### config.mk
export PLATFORM = sky130hd
export DESIGN_NAME = register_file
export DESIGN_NICKNAME = d
export VERILOG_FILES = /design/src/rtl/register_file.sv
export SDC_FILE = /design/constraint.sdc
export NUM_CORES = 2
export LEC_CHECK = 0
export BUFFER_PORTS_ARGS = -buffer_cell sky130_fd_sc_hd__buf_2
export CAP_MARGIN = 30
export CELL_PAD_IN_SITES_DETAIL_PLACEMENT = 0
export CELL_PAD_IN_SITES_GLOBAL_PLACEMENT = 1
export CORE_MARGIN = 4
export CORE_UTILIZATION = 49
export CTS_BUF_LIST = sky130_fd_sc_hd__clkbuf_8 sky130_fd_sc_hd__clkbuf_16
export DETAILED_ROUTE_END_ITERATION = 8
export HOLD_SLACK_MARGIN = 0.1
export PLACE_DENSITY = 0.87
export SLEW_MARGIN = 10
export SYNTH_ARGS = -nofsm -noshare
export SYNTH_HDL_FRONTEND = slang
export SYNTH_SLANG_ARGS = --single-unit
### constraint.sdc
create_clock -name clk -period 3.94 [get_ports clk]
set_clock_uncertainty 0.15 [all_clocks]
set_input_delay 0.197 -clock clk [delete_from_list [all_inputs] [get_ports clk]]
set_output_delay 0.197 -clock clk [all_outputs]
set_load 0.01 [all_outputs]
### src/rtl/register_file.sv
// Architectural register file with per-register rename tags (0 = value valid).
// Combinational read ports with commit bypass; commit, rename and misbranch flush update on posedge.
module register_file #(
  parameter int REG_NUM      = 32,
  parameter int DATA_WIDTH   = 32,
  parameter int ROB_ID_WIDTH = 5
) (
  input  logic                         clk,
  input  logic                         rst,
  input  logic                         rdy,
  input  logic [$clog2(REG_NUM)-1:0]   rs1_from_dispatcher,
  input  logic [$clog2(REG_NUM)-1:0]   rs2_from_dispatcher,
  output logic [ROB_ID_WIDTH-1:0]      Q1_to_dispatcher,
  output logic [ROB_ID_WIDTH-1:0]      Q2_to_dispatcher,
  output logic [DATA_WIDTH-1:0]        V1_to_dispatcher,
  output logic [DATA_WIDTH-1:0]        V2_to_dispatcher,
  input  logic                         rename_signal_from_dispatcher,
  input  logic [$clog2(REG_NUM)-1:0]   rd_from_dispatcher,
  input  logic [ROB_ID_WIDTH-1:0]      rob_id_from_dispatcher,
  input  logic                         commit_flag_from_rob,
  input  logic [$clog2(REG_NUM)-1:0]   rd_from_rob,
  input  logic [ROB_ID_WIDTH-1:0]      Q_from_rob,
  input  logic [DATA_WIDTH-1:0]        V_from_rob,
  input  logic                         misbranch_flag_from_rob
);
  localparam int IDX_W = $clog2(REG_NUM);

  logic [DATA_WIDTH-1:0]   r_val [REG_NUM];
  logic [ROB_ID_WIDTH-1:0] r_tag [REG_NUM];

  logic w_commit_en;
  logic w_rename_en;
  logic w_hit1;
  logic w_hit2;

  assign w_commit_en = commit_flag_from_rob && (rd_from_rob != '0);
  assign w_rename_en = rename_signal_from_dispatcher && (rd_from_dispatcher != '0)
                       && !misbranch_flag_from_rob;

  // A commit retiring the register's current producer is forwarded straight to the reader.
  assign w_hit1 = commit_flag_from_rob && (rd_from_rob == rs1_from_dispatcher)
                  && (Q_from_rob == r_tag[rs1_from_dispatcher]);
  assign w_hit2 = commit_flag_from_rob && (rd_from_rob == rs2_from_dispatcher)
                  && (Q_from_rob == r_tag[rs2_from_dispatcher]);

  always_comb begin
    Q1_to_dispatcher = '0;
    V1_to_dispatcher = '0;
    if (rs1_from_dispatcher != '0) begin
      if (misbranch_flag_from_rob) begin
        V1_to_dispatcher = r_val[rs1_from_dispatcher];
      end else if (w_hit1) begin
        V1_to_dispatcher = V_from_rob;
      end else begin
        Q1_to_dispatcher = r_tag[rs1_from_dispatcher];
        V1_to_dispatcher = r_val[rs1_from_dispatcher];
      end
    end
  end

  always_comb begin
    Q2_to_dispatcher = '0;
    V2_to_dispatcher = '0;
    if (rs2_from_dispatcher != '0) begin
      if (misbranch_flag_from_rob) begin
        V2_to_dispatcher = r_val[rs2_from_dispatcher];
      end else if (w_hit2) begin
        V2_to_dispatcher = V_from_rob;
      end else begin
        Q2_to_dispatcher = r_tag[rs2_from_dispatcher];
        V2_to_dispatcher = r_val[rs2_from_dispatcher];
      end
    end
  end

  // Tag priority: flush, then rename, then a matching commit clear. x0 is never updated.
  always_ff @(posedge clk) begin
    if (!rst) begin
      for (int i = 0; i < REG_NUM; i++) begin
        r_val[i] <= '0;
        r_tag[i] <= '0;
      end
    end else if (rdy) begin
      for (int i = 1; i < REG_NUM; i++) begin
        if (misbranch_flag_from_rob) begin
          r_tag[i] <= '0;
        end else if (w_rename_en && (rd_from_dispatcher == IDX_W'(i))) begin
          r_tag[i] <= rob_id_from_dispatcher;
        end else if (w_commit_en && (rd_from_rob == IDX_W'(i)) && (r_tag[i] == Q_from_rob)) begin
          r_tag[i] <= '0;
        end
      end
      if (w_commit_en) begin
        r_val[rd_from_rob] <= V_from_rob;
      end
    end
  end

endmodule

==> impl_metrics.json <==
{
  "r2r_start": "r_tag[8][3]",
  "route.detailed.drc": 0,
  "multiInputGateArea_um2": 30020,
  "swShare_pct": 25.58,
  "syn_area_per_cell_um2": 14.99,
  "synth_edf_count": 1179,
  "place_area_um2": 70040,
  "cts_made_buffers": 130,
  "drive_gt1_share_pct": 29.45,
  "core-area_um2": 135600,
  "timing.final.crit_share_pct": 102.6,
  "r2r_slack_ns": 1.63,
  "clkLatencyLatePin_ns": 0.78,
  "clk_pin_slew_worst_paths_ns": 0.07,
  "clockPowerShare_pct": 37.7,
  "antenna_found_initial": 17,
  "yosysTopAreaCell": "edfxtp_1",
  "worstSetupStartpointType": "flop",
  "end_kind": "primary output",
  "routedWlPerCell_um": 33.95,
  "max_cap_violations": 0,
  "avgViaCountPerCell": 6.765,
  "dp_slack_ns": 0.4116,
  "crit_arrival_ns": 3.70,
  "r2r_cells": 6,
  "yosys.area_share.adder_pct": 0,
  "hp-start": "rd_from_rob[0]",
  "cts_tree": "done",
  "ys.flop_type": "edfxtp_1",
  "worstPathRequired_ns": 3.59,
  "cts_buffer_depth": 3,
  "power_frac_seq_pct": 48.6,
  "muxShareOfSynthArea_pct": 26.03,
  "dieArea_um2": 142600,
  "cpMaxStageDelayCell": "mux4_4",
  "netlist_top_cells_count": "edfxtp_1 (1,179), and2_1 (1,008), mux4_2 (660)",
  "finalSetupViolations": 41,
  "grt_max_degree": 119,
  "gp_congestion": 0.9310,
  "min_to": "r_val[8][24]",
  "synth_top_cells_by_area": "edfxtp_1 (53%), mux4_2 (22%), and2_1 (9.4%)",
  "row_count": 135,
  "critPathTopFamily": "multiplexers",
  "routed_wl_um": 217800,
  "die_x_um": 377.6,
  "nNetsFinal": 4596,
  "synth_cell_types": 69,
  "synth-seq-cells": 1179,
  "die_h_um": 377.6,
  "max_freq_mhz": 247.3,
  "rsz0062_at_grt": "yes",
  "seq_area_frac_synth_pct": 52.89,
  "final_cells": 6414,
  "grt_pass1_wl_um": 309800,
  "drt_iter0_markers": 6857,
  "netlist_area_um2": 66940,
  "internal-power_mw": 22.86,
  "cellPowerDensity_nw_per_um2": 409.7,
  "leakage_nw": 26.53,
  "overflow": 0,
  "slew_headroom_pct": 25.15,
  "cts.sinks": 1179,
  "dp.cells": 6097,
  "dr.pass1.iters": 6,
  "area_growth_pct": 12.01,
  "finalInstanceArea_um2": 74970,
  "slowest_delay_ns": 0.62,
  "numPortBuffers": 141,
  "antenna_left": 0,
  "vias": 43390,
  "status": "finished with violations",
  "path_cells": "mux4_4, nor2b_2, o311a_1, a221o_2, xor2_2, nand4_2, nor3_4, buf_12, clkbuf_16, mux2i_1, buf_4",
  "clock-root-buffer": "clkbuf_16",
  "pwr-share-comb_pct": 13.6,
  "hp-class": "in2reg",
  "cp_max_fo": 7,
  "dp_hpwl_um": 127200,
  "synth_async_sr_flop_share_pct": 0,
  "period_minus_slack_ns": 4.043,
  "violations": "setup timing",
  "setup_ws_ns": -0.1032,
  "fillers": 10450,
  "yosysMostFrequentCell": "edfxtp_1",
  "p_switching_mw": 7.858,
  "grt_pass1_vias": 43830,
  "synth_simple_gate_area_share_pct": 13.57,
  "io_pins": 142,
  "yosysWarnings": 0,
  "gr-usage-all-layers_pct": 30.48,
  "worst_slew_pin_slew_ns": 1.123,
  "start_util_pct": 49.35,
  "drv_slew": 0,
  "synth_top_area_share_pct": 52.89,
  "synth_xor_area_share_pct": 2.310,
  "irDropWorstVdd_uv": 430.7,
  "synthCells": 4464,
  "hold_depth": 4,
  "regArea_um2": 35400,
  "criticalPathCategory": "reg2out",
  "r2r-end": "r_tag[8][1]",
  "synth-compound-area-share_pct": 1.802,
  "hold_viol_final": 0,
  "path_buf_inv": 3,
  "htreeDepth": 4,
  "synth_top_family_by_area": "multiplexers"
}
worst max-delay path by stage:
stage,startpoint,endpoint,slack [ns],depth (start not counted)
after floorplan,rd_from_rob[2],r_val[29][0],-0.27,5
after global placement,rs1_from_dispatcher[2],V1_to_dispatcher[16],0.45,10
after detailed placement,rdy,r_val[9][14],0.41,7
after CTS,r_tag[9][0],V2_to_dispatcher[4],-0.07,11
after global routing,r_tag[15][3],V2_to_dispatcher[2],-0.18,11
final,r_tag[9][2],V2_to_dispatcher[1],-0.10,11
layer usage:
metal | vias up | share of wire (%) | track usage, %
met5 | - | 0.0032 | 0
met3 | 686 | 13 | 8.422
li1 | 17260 | - | -
met1 | 22140 | 34 | 39.01
met4 | 2 | 5.5 | 14.17
met2 | 3296 | 47 | 48.63
layout by cell type (no fill, tap or decap), types with 28 or more instances in the layout:
| cell type | synthesis | final |
|---|---|---|
| dlygate4sd3_1 | 0 | 48 |
| nand3_1 | 32 | 32 |
| inv_1 | 7 | 34 |
| mux4_2 | 660 | 661 |
| buf_12 | 3 | 31 |
| nor2_4 | 0 | 29 |
| mux2i_1 | 146 | 145 |
| nor4_1 | 29 | 28 |
| clkbuf_16 | 0 | 135 |
| conb_1 | 1 | 32 |
| xor2_1 | 119 | 119 |
| and3_1 | 149 | 148 |
| mux2_2 | 79 | 79 |
| buf_2 | 101 | 128 |
| edfxtp_1 | 1179 | 1179 |
| buf_4 | 5 | 164 |
| o21ai_4 | 0 | 29 |
| xnor2_1 | 52 | 52 |
| nor2_1 | 72 | 43 |
| a21oi_1 | 28 | 28 |
| nand2_1 | 177 | 175 |
| and2_1 | 1008 | 1007 |
cell families after synthesis:
family	after synthesis
AND/OR/NAND/NOR	1548
buffers and inverters	493
AO/OA/AOI/OAI	173
XOR/XNOR	174
multiplexers	896
other	1
flip-flops	1179
power groups by stage:
stage / combinational (mW) / clock (mW) / sequential [mW]
6_report: 4.19 / 11.6 / 14.9
5_1_grt: 4.37 / 12.2 / 15.0
4_1_cts: 4.12 / 11.6 / 14.9
3_5_place_dp: 4.05 / 0 / 15.2
3_3_place_gp: 4.01 / 0 / 15.1
2_1_floorplan: 2.75 / 0 / 15.0
sequential cells by signal (all words and copies together) (netlist names):
name / flops
r_tag: 155
r_val: 1024
area by class of cell:
type / count / share of cell area [%]
Antenna cell: 8 / 0.02670
Clock buffer: 134 / 4.473
Clock inverter: 95 / 0.8161
Inverter: 7 / 0.03505
Multi-Input combinational cell: 2823 / 40.04
Sequential cell: 1179 / 47.22
Tap cell: 1781 / 2.972
Timing Repair Buffer: 387 / 4.418
metrics by stage:
stage                     total power [mW]  util [%]  hold WS, ns  TNS [ns]
after floorplan                      17.75         -       0.2452   -103.13
after global placement               19.11     51.59       0.6780         0
after detailed placement             19.22     51.64       0.6840         0
after CTS                            30.67     55.10       0.1052   -0.6390
after global routing                 31.56     55.26       0.1607    -7.832
final                                30.72     55.27       0.1759    -1.717
worst min-delay path: cells and delay by family:
family        cells  cell delay, ns
buf+inv           2            0.42
simple gates      2            0.30
repair_timing:
action / in CTS / in global routing
gates resized for setup: 16 / 7
setup buffers: 7 / 18
setup endpoints to repair: 64 / 69
gates cloned: 4 / 1
pin swaps: 4 / 8
hold buffers: 48 / 0
endpoints found under the hold margin: 1170 / 0
No activity file was read; power rests on OpenSTA's default activity.
